$ cat config.mk
export PLATFORM = sky130hd
export DESIGN_NAME = addr_sequencer_2b
export DESIGN_NICKNAME = d
export VERILOG_FILES = /design/src/rtl/addr_sequencer_2b.sv
export SDC_FILE = /design/constraint.sdc
export NUM_CORES = 1
export LEC_CHECK = 0
export ABC_CLOCK_PERIOD_IN_PS = 1800
export BUFFER_PORTS_ARGS = -buffer_cell sky130_fd_sc_hd__buf_4
export CORE_ASPECT_RATIO = 1.2
export CORE_MARGIN = 4
export CORE_UTILIZATION = 47
export DETAILED_ROUTE_END_ITERATION = 10
export PLACE_DENSITY = 0.72
export SLEW_MARGIN = 30
export SYNTH_ARGS = -nofsm -noshare
export SYNTH_HDL_FRONTEND = slang
export SYNTH_SLANG_ARGS = --single-unit
$ cat constraint.sdc
create_clock -name clk -period 1.8 [get_ports clk]
set_clock_uncertainty 0.05 [all_clocks]
set_input_delay 0.36 -clock clk [delete_from_list [all_inputs] [get_ports clk]]
set_output_delay 0.36 -clock clk [all_outputs]
set_load 0.02 [all_outputs]
$ cat src/rtl/addr_sequencer_2b.sv
// addr_sequencer_2b: 2-bit address sweeper driving a 2-to-4 decoder select with dwell, one-shot/continuous modes
module addr_sequencer_2b (
  input  logic       clk,
  input  logic       rst_n,
  input  logic       start,
  input  logic       stop,
  input  logic       load,
  input  logic [1:0] load_val,
  input  logic       dir,
  input  logic       cont,
  input  logic [3:0] dwell,
  output logic       A0,
  output logic       A1,
  output logic       en,
  output logic       busy,
  output logic       done,
  output logic       wrap
);
  localparam logic [1:0] IDLE = 2'd0;
  localparam logic [1:0] RUN  = 2'd1;
  localparam logic [1:0] DONE = 2'd2;
  logic [1:0] state;
  logic [1:0] addr;
  logic [3:0] dcnt;
  logic [1:0] scnt;
  logic       dir_l;
  logic       cont_l;
  logic [3:0] dwell_l;
  logic [1:0] nxt;
  logic       step;
  logic       wrap_step;
  assign A0 = addr[0];
  assign A1 = addr[1];
  // next address and wrap detection for a step in the latched direction
  always_comb begin
    nxt       = dir_l ? addr + 2'd1 : addr - 2'd1;
    wrap_step = dir_l ? (addr == 2'd3) : (addr == 2'd0);
    step      = (dcnt == dwell_l);
  end
  // sweep FSM: every output is a flop; stop beats a coincident step
  always_ff @(posedge clk or negedge rst_n) begin
    if (!rst_n) begin
      state   <= IDLE;
      addr    <= 2'd0;
      en      <= 1'b0;
      busy    <= 1'b0;
      done    <= 1'b0;
      wrap    <= 1'b0;
      dcnt    <= 4'd0;
      scnt    <= 2'd0;
      dir_l   <= 1'b0;
      cont_l  <= 1'b0;
      dwell_l <= 4'd0;
    end else begin
      done <= 1'b0;
      wrap <= 1'b0;
      case (state)
        IDLE: begin
          if (start) begin
            state   <= RUN;
            en      <= 1'b1;
            busy    <= 1'b1;
            dcnt    <= 4'd0;
            scnt    <= 2'd0;
            dir_l   <= dir;
            cont_l  <= cont;
            dwell_l <= dwell;
            addr    <= load ? load_val : addr;
          end else if (load) begin
            addr <= load_val;
          end
        end
        RUN: begin
          if (stop) begin
            state <= IDLE;
            en    <= 1'b0;
            busy  <= 1'b0;
          end else if (step) begin
            dcnt <= 4'd0;
            if (!cont_l && scnt == 2'd3) begin
              state <= DONE;
              en    <= 1'b0;
              busy  <= 1'b0;
              done  <= 1'b1;
            end else begin
              addr <= nxt;
              scnt <= scnt + 2'd1;
              wrap <= wrap_step;
            end
          end else begin
            dcnt <= dcnt + 4'd1;
          end
        end
        DONE: state <= IDLE;
        default: state <= IDLE;
      endcase
    end
  end
endmodule
After elaboration in Yosys (flattened, before gate mapping)
Index checks and enable logic that the tools add are counted. W data, S select, Z words.

Bitwise operators: 0. Add/subtract/negate cells: 4. Multipliers: 0. Shift-type cells: 0. Div/mod/pow operators: 0. $lt $le $gt $ge: 0. Muxes and demuxes: 34. Eq/ne operators: 11. Reductions and logical operators: 11.

Operator list (number): $mux W2 (13); $mux W1 (13); $mux W4 (3); $pmux W2 S2 (3); $ne A2 B2 Y1 const B (5); $reduce_and A5 Y1 (2); $pmux W4 S2 (1); $ne A3 B3 Y1 const B (2); $reduce_and A3 Y1 (2); $add A2 B1 Y2 const B (2); $add A4 B1 Y4 const B (1); $eq A2 B2 Y1 const B (2); $eq A4 B4 Y1 (1); $logic_not A2 Y1 (2); $reduce_and A4 Y1 (1); $eq A2 B1 Y1 const B (1); $pmux W1 S2 (1); $reduce_and A2 Y1 (1); $reduce_bool A2 Y1 (1); $sub A2 B1 Y2 const B (1); $logic_and A1 B1 Y1 (1); $logic_not A1 Y1 (1).

Bits in writable memories: 0. Latch bits: 0. Memories kept: 0. Output and inout bits: 6. Flip-flop bits (word level): 19. Input bits: 13. Memory bits (read-only): 0. Word-level logic and storage cells: 70.

Longest topological paths before layout
Word-level depth: 6. Mapped depth: 6. Mapped depth without buffers: 6.

Worst setup path after synthesis
Ideal clock, no wire load.

Kind: register -> register. Start point: reg dcnt[1]. End point: reg scnt[1]. Library setup time: 0.080 ns. Data required time: 1.670 ns. Data arrival time: 1.573 ns. Path slack: 0.097 ns. Period minus slack after synthesis: 1.703 ns. Path buffers: 0. Cell stages (with the launch flop): 6. Cell sequence: dfrtp_1 xor2_1 nor4_4 nand2b_2 or3_4 o22ai_2.

Word-level cells in the longest chain between the ends: 3.

Ends and longest elaborated chain: from (decl) (line 24) `logic [3:0] dcnt;`; from (signal assigned) (line 91) `dcnt <= dcnt + 4'd1;`; $eq A4 B4 Y1 (line 38) `step = (dcnt == dwell_l);`; $ne A2 B2 Y1 (no line); $reduce_and A5 Y1 (no line); to (signal assigned) (line 87) `scnt <= scnt + 2'd1;`; to (decl) (line 25) `logic [1:0] scnt;`.

Every way passes these cells. A chain may end at the register's enable or synchronous reset.

Final worst setup path
Start point: reg dwell_l[1]. End point: reg scnt[0].

Word-level cells in the longest chain between the ends: 3.

Ends and longest elaborated chain: from (decl) (line 28) `logic [3:0] dwell_l;`; from (signal assigned) (line 67) `dwell_l <= dwell;`; $eq A4 B4 Y1 (line 38); $ne A2 B2 Y1 (no line); $reduce_and A5 Y1 (no line).

Every way passes these cells.

==> flow_summary.ini <==
[run_status]
status = finished, final reports clean

[power]
combinationalPowerShare_pct = 49.3
p_leak_nw = 0.568
switching_share_pct = 39.0
p_int_mw = 1.15
peakVddDrop_uv = 848
p_seq_share_pct = 39.4
powerDensity_mw_per_mm2 = 1540
p_clk_share_pct = 11.3
p_sw_mw = 0.735

[hold_path]
hold-path-endpoint = state[1]
hold_path_depth = 2
hp-start = stop
min_path_type = in -> reg

[detailed_routing]
avgViaCountPerCell = 5.50
wl_met2_um = 1070
wire_per_inst_um = 13.9
drc = 0
drt-total-wl_um = 1910
dr.pass1.iters = 4
drt-initial-drc-count = 8
antenna_left = 0
top_layer_used = met4
m1WireLength_um = 742
vias = 753
dr_wl_met3_um = 81

[floorplanning]
fp.dieW_um = 49.7
pin_count = 19
die_h_um = 58.0
std_cell_rows = 17
initial_utilization_pct = 51.2
dieArea_mm2 = 0.00289
core_mm2 = 0.00191

[synth]
post-synth-top-area-fraction_pct = 48.5
yosysWarnings = 0
ys_async_sr_fraction_pct = 100
netlist_area_um2 = 981
synth_edf_count = 0
ys_types = 33
ys.flop_type = dfrtp_1
ys_seq_elements = 19
synth.avg_cell_area_um2 = 10.9
yosysTopAreaCell = dfrtp_1
netlist_instances = 90
syn_nets = 105
synth_area_leaders = dfrtp_1 48%, mux2_2 6.9%, xor2_1 4.5%
ys_seq_area_share_pct = 48.5

[run]
drv_cap = 0

[worst_setup_path]
endpoint_kind = register
critPathMaxFanout = 3
required_ns = 1.96
worst-r2r-setup-slack_ns = 0.08
reg2reg_to = scnt[0]
critical_path_class = reg -> reg
r2r_start = dwell_l[1]
crit_arrival_ns = 1.88
cp-start-kind = register
reg2reg_depth = 5

[grt]
grt_antenna_before_repair = 0
grt_max_degree = 20
track_usage_pct = 14.4
gr-total-overflow = 0
grt_first_pass_wirelength_um = 3240
grt_pass1_vias = 726

[cts]
htreeDepth = 1
cts_num_sinks = 19
cts_made_buffers = 3
cts_root_buf = clkbuf_4
worstSkewPairLatency_ns = 0.29
cts_buffer_depth = 2
clk_pin_slew_ns = 0.11
cts_tree = yes
cts_resized = 0

[timing]
fin_crit_sh_pct = 95.3
maxSlewViolCount = 0
finalSetupViolCount = 0
fin_setup_tns_ns = 0
max_slew.worst_pin.slew_ns = 0.364
fin_crit_ns = 1.72
clock.fmax_mhz = 583
layout_setup_ws_ns = 0.0846
hold_viol = 0
relSlewSlack_pct = 75.7

[cells_and_area]
area_growth_syn_to_layout_pct = 24.4
antenna_cells = 0
layout-drive-gt1-share_pct = 35.6
final_cell_mix = 26 x buf_4, 19 x dfrtp_1, 7 x o21ai_0
num-nets-final = 134
fin_cells = 137
final_common_cell = buf_4
fill_cells = 158

[place]
place_congestion = 0.719
dpl_worst_slack_ns = 0.0908
portBuffers = 18
dp_hpwl_um = 1460
place_inst = 128
metal layers:
metal | GRT usage (%) | up-vias
met1 | 17.1 | 359
met3 | 2.83 | 2
met2 | 25.7 | 17
li1 | - | 375
met5 | 0 | -
met4 | 4.74 | 0
what timing repair did:
item                                    4_1_cts  5_1_grt
endpoints found under the setup margin        0        4
endpoints found under the hold margin        19        0
buffers inserted                              0        4
hold buffers                                  1        0
area by class of cell:
class | count | area (um^2) | area share (%)
inverter | 3 | 11.3 | 0.923
timing repair buffer | 27 | 205 | 16.8
tap | 19 | 23.8 | 1.95
clock buffer | 4 | 26.3 | 2.15
multi-input combinational | 65 | 478 | 39.2
sequential | 19 | 475 | 39.0
state kept, by name, summed over array words and instances (netlist names):
signal	flops
wrap	1
scnt	2
dcnt	4
addr	2
state	2
dwell_l	4
done	1
cont_l	1
busy	1
dir_l	1
power groups by stage:
stage	clock (mW)	combinational (mW)	sequential, mW
after floorplan	0	0.606	0.756
after global placement	0	0.843	0.750
after detailed placement	0	0.867	0.760
after CTS	0.222	0.871	0.750
after global routing	0.244	1.03	0.775
final	0.212	0.928	0.743
per-stage QoR:
| stage | cell area, um^2 | hold WS [ns] | total power, mW | util, % |
|---|---|---|---|---|
| after floorplan | 981 | 0.0144 | 1.36 | - |
| after global placement | 1150 | 0.196 | 1.59 | 60.3 |
| after detailed placement | 1150 | 0.198 | 1.63 | 60.3 |
| after CTS | 1190 | 0.203 | 1.84 | 62.2 |
| after global routing | 1220 | 0.190 | 2.04 | 63.7 |
| final | 1220 | 0.214 | 1.88 | 63.7 |
cells in the mapped netlist (2+ instances only):
cell type and count:
a21o_1 2, a21oi_1 5, dfrtp_1 19, ha_1 2, inv_1 3, mux2_2 6, mux2i_1 2, nand2_1 4
nand2b_1 4, nand3_1 2, nor2b_1 4, nor3_1 4, nor3b_1 2, o21ai_0 7, or3_1 2, xor2_1 5
logic make-up (layout without fill, tap and decap cells):
logic type               Yosys count  count (layout)  share of synthesized area (%)
adder cells (fa/ha/maj)            2               2                           2.55
XOR/XNOR                           5               5                           4.46
AND/OR/NAND/NOR                   31              31                           20.7
buffers and inverters              6              34                           2.81
multiplexers                       8               8                           8.93
AO/OA/AOI/OAI                     19              19                           12.1
flip-flops                        19              19                           48.5
worst max-delay path by stage:
| stage | start | to | slack, ns | cells past startpoint |
|---|---|---|---|---|
| after floorplan | dcnt[1] | scnt[1] | 0.1 | 5 |
| after global placement | dcnt[0] | wrap | 0.12 | 5 |
| after detailed placement | dcnt[0] | wrap | 0.09 | 5 |
| after CTS | dcnt[0] | scnt[0] | 0.06 | 5 |
| after global routing | dwell_l[1] | addr[1] | -0.002 | 6 |
| final | dwell_l[1] | scnt[0] | 0.08 | 5 |
critical path: stages (launching register included):
cell and delay (ns):
dfrtp_1 0.41, xor2_1 0.19, nor4_4 0.36, nand2b_2 0.10
or3_4 0.38, mux2i_1 0.15
(Power assumes the default switching activity.)
